==> src/rtl/fifo_async_if.sv <==
// Producer/consumer handshake bundle for fifo_async.
// The FIFO attaches through the slave modport; the requester side uses master.
interface fifo_async_if #(
    parameter int data_width = 8
);
    logic                  write;
    logic [data_width-1:0] write_data;
    logic                  write_full;
    logic                  read;
    logic [data_width-1:0] read_data;
    logic                  read_empty;

    modport master (
        output write,
        output write_data,
        output read,
        input  write_full,
        input  read_data,
        input  read_empty
    );

    modport slave (
        input  write,
        input  write_data,
        input  read,
        output write_full,
        output read_data,
        output read_empty
    );
endinterface

==> src/rtl/fifo_async.sv <==
// Single-clock FIFO, 2^addr_width x data_width, asynchronous active-high reset.
// Optional occupancy output fill_count is enabled by defining FIFO_ASYNC_COUNT_EN.
module fifo_async #(
    parameter int data_width = 8,
    parameter int addr_width = 4
) (
    input  logic              clk,
    input  logic              rst,
`ifdef FIFO_ASYNC_COUNT_EN
    output logic [addr_width:0] fill_count,
`endif
    fifo_async_if.slave       bus
);

    localparam int depth = 1 << addr_width;
    localparam logic [addr_width:0] ptr_one = {{addr_width{1'b0}}, 1'b1};

    logic [data_width-1:0] mem_q [depth];

    logic [addr_width:0]   wptr_q;
    logic [addr_width:0]   wptr_d;
    logic [addr_width:0]   rptr_q;
    logic [addr_width:0]   rptr_d;
    logic [data_width-1:0] rdata_q;
    logic [data_width-1:0] rdata_d;

    logic empty_s;
    logic full_s;
    logic wr_acc_s;
    logic rd_acc_s;

    // Wrap bit distinguishes full (same index, different lap) from empty.
    assign empty_s = (wptr_q == rptr_q);
    assign full_s  = (wptr_q[addr_width-1:0] == rptr_q[addr_width-1:0]) &&
                     (wptr_q[addr_width] != rptr_q[addr_width]);

    assign bus.read_empty = empty_s;
    assign bus.write_full = full_s;
    assign bus.read_data  = rdata_q;

    // Request acceptance and next-state pointers / read word
    always_comb begin
        rd_acc_s = 1'b0;
        wr_acc_s = 1'b0;
        wptr_d   = wptr_q;
        rptr_d   = rptr_q;
        rdata_d  = rdata_q;
        if (!rst) begin
            rd_acc_s = bus.read && !empty_s;
            // A read in the same cycle frees the slot, so a write at full still lands.
            wr_acc_s = bus.write && (!full_s || rd_acc_s);
        end else begin
            rd_acc_s = 1'b0;
            wr_acc_s = 1'b0;
        end
        if (wr_acc_s) begin
            wptr_d = wptr_q + ptr_one;
        end else begin
            wptr_d = wptr_q;
        end
        if (rd_acc_s) begin
            rptr_d  = rptr_q + ptr_one;
            rdata_d = mem_q[rptr_q[addr_width-1:0]];
        end else begin
            rptr_d  = rptr_q;
            rdata_d = rdata_q;
        end
    end

    // Storage array; contents deliberately not reset
    always_ff @(posedge clk) begin
        if (wr_acc_s) begin
            mem_q[wptr_q[addr_width-1:0]] <= bus.write_data;
        end
    end

    // Pointer and output-word registers
    always_ff @(posedge clk or posedge rst) begin
        if (rst) begin
            wptr_q  <= '0;
            rptr_q  <= '0;
            rdata_q <= '0;
        end else begin
            wptr_q  <= wptr_d;
            rptr_q  <= rptr_d;
            rdata_q <= rdata_d;
        end
    end

`ifdef FIFO_ASYNC_COUNT_EN
    logic [addr_width:0] fill_q;
    logic [addr_width:0] fill_d;

    // Modulo difference of the next pointers keeps the count in step with them.
    always_comb begin
        fill_d = wptr_d - rptr_d;
    end

    // Occupancy register
    always_ff @(posedge clk or posedge rst) begin
        if (rst) begin
            fill_q <= '0;
        end else begin
            fill_q <= fill_d;
        end
    end

    assign fill_count = fill_q;
`endif

endmodule

==> src/flat_wrapper.sv <==
// flat-port wrapper written by rule: the top's interface ports become plain ports
module fifo_async_flat 
#(
    parameter int data_width = 8,
    parameter int addr_width = 4
)
  (clk, rst, bus_write, bus_write_data, bus_read, bus_write_full, bus_read_data, bus_read_empty);
  fifo_async_if #(.data_width(data_width)) bus_i ();
  input  logic clk;
  input  logic rst;
  input wire logic [$bits(bus_i.write)-1:0] bus_write;
  input wire logic [$bits(bus_i.write_data)-1:0] bus_write_data;
  input wire logic [$bits(bus_i.read)-1:0] bus_read;
  output wire logic [$bits(bus_i.write_full)-1:0] bus_write_full;
  output wire logic [$bits(bus_i.read_data)-1:0] bus_read_data;
  output wire logic [$bits(bus_i.read_empty)-1:0] bus_read_empty;
  assign bus_i.write = bus_write;
  assign bus_i.write_data = bus_write_data;
  assign bus_i.read = bus_read;
  assign bus_write_full = bus_i.write_full;
  assign bus_read_data = bus_i.read_data;
  assign bus_read_empty = bus_i.read_empty;
  fifo_async #(.data_width(data_width), .addr_width(addr_width)) u_core (.clk(clk), .rst(rst), .bus(bus_i));
endmodule
==> config.mk <==
export PLATFORM = sky130hd
export DESIGN_NAME = fifo_async_flat
export DESIGN_NICKNAME = d
export VERILOG_FILES = /design/src/rtl/fifo_async_if.sv /design/src/rtl/fifo_async.sv /design/src/flat_wrapper.sv
export SDC_FILE = /design/constraint.sdc
export NUM_CORES = 1
export LEC_CHECK = 0
export BUFFER_PORTS_ARGS = -buffer_cell sky130_fd_sc_hd__buf_4
export CAP_MARGIN = 20
export CORE_UTILIZATION = 50
export CTS_BUF_LIST = sky130_fd_sc_hd__clkbuf_4 sky130_fd_sc_hd__clkbuf_8 sky130_fd_sc_hd__clkbuf_16
export DETAILED_ROUTE_END_ITERATION = 16
export PLACE_DENSITY = 0.7
export SLEW_MARGIN = 0
export SYNTH_ARGS = -nofsm -noshare
export SYNTH_HDL_FRONTEND = slang
export SYNTH_SLANG_ARGS = --single-unit
==> constraint.sdc <==
create_clock -name clk -period 3.6 [get_ports clk]
set_input_delay 0.18 -clock clk [delete_from_list [all_inputs] [get_ports clk]]
set_output_delay 0.18 -clock clk [all_outputs]
set_load 0.01 [all_outputs]
==> out/metrics.cfg <==
[power]
powerDensity_nw_per_um2 = 803.3
p_clk_frac = 0.321
seqPwrFrac = 0.402
swShare = 0.2852
ir_drop_v = 0.0004148
p_total_mw = 5.525
p_int_mw = 3.949
cellLeakagePower_nw = 2.442
power_frac_comb = 0.277
switchingPower_mw = 1.576

[floorplan]
rows = 39
coreArea_um2 = 11560
dieWidth_um = 111.5
fp.dieH_um = 111.5
start_util = 0.5180
die-area_um2 = 12420
io_pins = 22

[worst_setup_path]
endpoint_kind = flip-flop
r2r_setup_slack_ns = 1.07
critical_path_class = reg -> reg
reg2regPathDepth = 5
r2r_start = u_core.rptr_q[1]
arrival_ns = 2.84
crit_chain = buf_4 -> mux4_2 -> mux2_2 -> a22o_1 -> mux2_4
cpMaxStageDelayCell = dfrtp_2
worst_path_largest_cell_delay_ns = 0.66
crit_family = multiplexers
cp.required_ns = 3.91
worst_setup_path_start_kind = flip-flop
worst_r2r_endpoint = u_core.bus.read_data[1]
worstPathMaxFanout = 16
crit_buf_inv = 1

[detailed_routing]
num_vias = 2898
firstDrtPassIters = 10
drt_iter0_markers = 255
vias_per_cell = 5.831
post-route-drc-count = 2
avgRoutedWirePerCell_um = 22.67
wl_um = 11270
antenna_left = 0

[run_status]
violations = design-rule violations
outcome = finished, violations left

[sta]
fin_skew_ns = 0.01481
max_freq_ghz = 0.3948
drv_slew = 0
min_period_ns = 2.533
finalCritPeriodShare = 0.7037
grt_setup_unrepaired = no
setup_total_negative_slack_ns = 0
setup_viol = 0
maxSlewHeadroom = 0.4271
tightest_slew_ns = 0.8576
hold_violations = 0

[placed_design]
placed_area_um2 = 6266
dp_hpwl_um = 7095
gp_congestion = 0.8281
portBuffers = 21

[grt]
grt.total_usage = 0.2006
grt_pass1_wl_um = 17670
antenna_found_initial = 0
grt_start_max_net_pins = 44
overflow = 0
first_global_vias = 3003

[final_layout]
final_common_cell = edfxtp_1
fillers = 836
drive_gt1_frac = 0.2797
layout_common_cells = edfxtp_1, buf_4, mux4_2, clkbuf_16
final_net_count = 360
diodes = 0
multi_input_area_um2 = 1573
seqCellArea_um2 = 4297
final_area_um2 = 6878
area_delta_synth_final_pct = 14.81

[clocking]
ctsHoldBuffers = 1
clk_latency_ns = 0.43
clockBufferDepth = 2
cts_setup_buffers = 0
clockRootBuffer = clkbuf_16
cts_sinks = 146
cts_tree = yes
htreeDepth = 4
cts_made_buffers = 17
clkTransAtPathRegs_ns = 0.06
ctsResizeCount = 0

[min_path]
min_to = u_core.wptr_q[3]
holdCritPathClass = in -> reg
hold_depth = 3
hp-start = bus_read

[yosys]
synth_ff_type = edfxtp_1
synth_edf_count = 128
avgSynthCellArea_um2 = 19.14
yosysSeqAreaShare = 0.7168
async_flop_share = 0.1233
synth_fp_nets = 330
synth.distinct_cells = 35
ys_seq_elements = 146
ys_warn_count = 0
postSynthCellCount = 313
synth_area_um2 = 5991

[run]
max_cap_viol_count = 0

## flip-flops by register name, summed over array words and instances, names as in the netlist
register / flops
u_core.rptr_q: 5
u_core.bus.read_data: 8
u_core.mem_q: 128
u_core.wptr_q: 5
## metrics by stage
stage | setup slack [ns] | hold WS, ns | util | std cells
CTS | 0.9009 | 0.04593 | 0.5941 | 496
global placement | 1.002 | 0.3515 | 0.5418 | 465
global route | 0.9067 | 0.05969 | 0.5947 | 497
finish | 1.067 | 0.06053 | 0.5947 | 497
floorplan | 1.551 | 0.1186 | - | 313
detailed placement | 0.9700 | 0.3608 | 0.5418 | 465
## power by group through the flow
stage	Combinational (mW)	Sequential (mW)	Clock [mW]
after floorplan	1.23	2.14	0
after global placement	1.51	2.24	0
after detailed placement	1.53	2.26	0
after CTS	1.55	2.22	1.80
after global routing	1.66	2.25	1.86
final	1.53	2.22	1.77
## synthesized netlist by cell type, types with 6 or more instances
master | number | area [µm²]
inv_1 | 6 | 22.52
nand2b_1 | 9 | 56.30
edfxtp_1 | 128 | 3844
mux4_2 | 24 | 540.5
mux2i_1 | 16 | 160.2
and3_1 | 14 | 87.58
mux2_2 | 8 | 90.09
nor2_1 | 6 | 22.52
a221oi_1 | 8 | 70.07
buf_2 | 9 | 45.04
a22o_1 | 8 | 70.07
dfrtp_1 | 18 | 450.4
mux2_4 | 8 | 120.1
xnor2_1 | 11 | 96.34
## worst min-delay path, delay by kind of cell
kind,cells,cell delay [ns]
buf+inv,1,0.11
compound gates,1,0.07
simple gates,1,0.07
## logic make-up after synthesis
family | synth area share
xor gates and xnor gates | 0.01901
adders and majority gates | 0.01044
buffers and inverters | 0.02068
DFF | 0.7168
muxes | 0.1558
and+or+nand+nor | 0.04156
AOI/OAI and AO/OA | 0.03572
## layout make-up
| type | count | area share |
|---|---|---|
| Multi-Input combinational cell | 144 | 0.2287 |
| Clock buffer | 17 | 0.06185 |
| Inverter | 6 | 0.003275 |
| Timing Repair Buffer | 28 | 0.03093 |
| Clock inverter | 13 | 0.02456 |
| Sequential cell | 146 | 0.6247 |
| Tap cell | 143 | 0.02601 |
## layer usage
metal  part of all wire  vias to the layer above  GRT usage  routed length (µm)
li1                   -                     1318          -                   -
met1               0.46                     1476     0.2848                5175
met2               0.46                       85     0.2892                5145
met3              0.053                       19    0.05226                 595
met4              0.031                        0     0.1009                 348
met5                  0                        -          0                   0
## worst max-delay path by stage
| stage | start | end | cells past startpoint |
|---|---|---|---|
| 2_1_floorplan | u_core.rptr_q[1] | u_core.mem_q[3][0] | 5 |
| 3_3_place_gp | u_core.rptr_q[3] | u_core.mem_q[3][2] | 4 |
| 3_5_place_dp | u_core.rptr_q[3] | u_core.mem_q[3][5] | 4 |
| 4_1_cts | u_core.rptr_q[3] | u_core.mem_q[3][2] | 4 |
| 5_1_grt | u_core.rptr_q[3] | u_core.mem_q[7][2] | 4 |
| 6_report | u_core.rptr_q[1] | u_core.bus.read_data[1] | 5 |
Note: power is estimated with default switching activity, not from simulation.
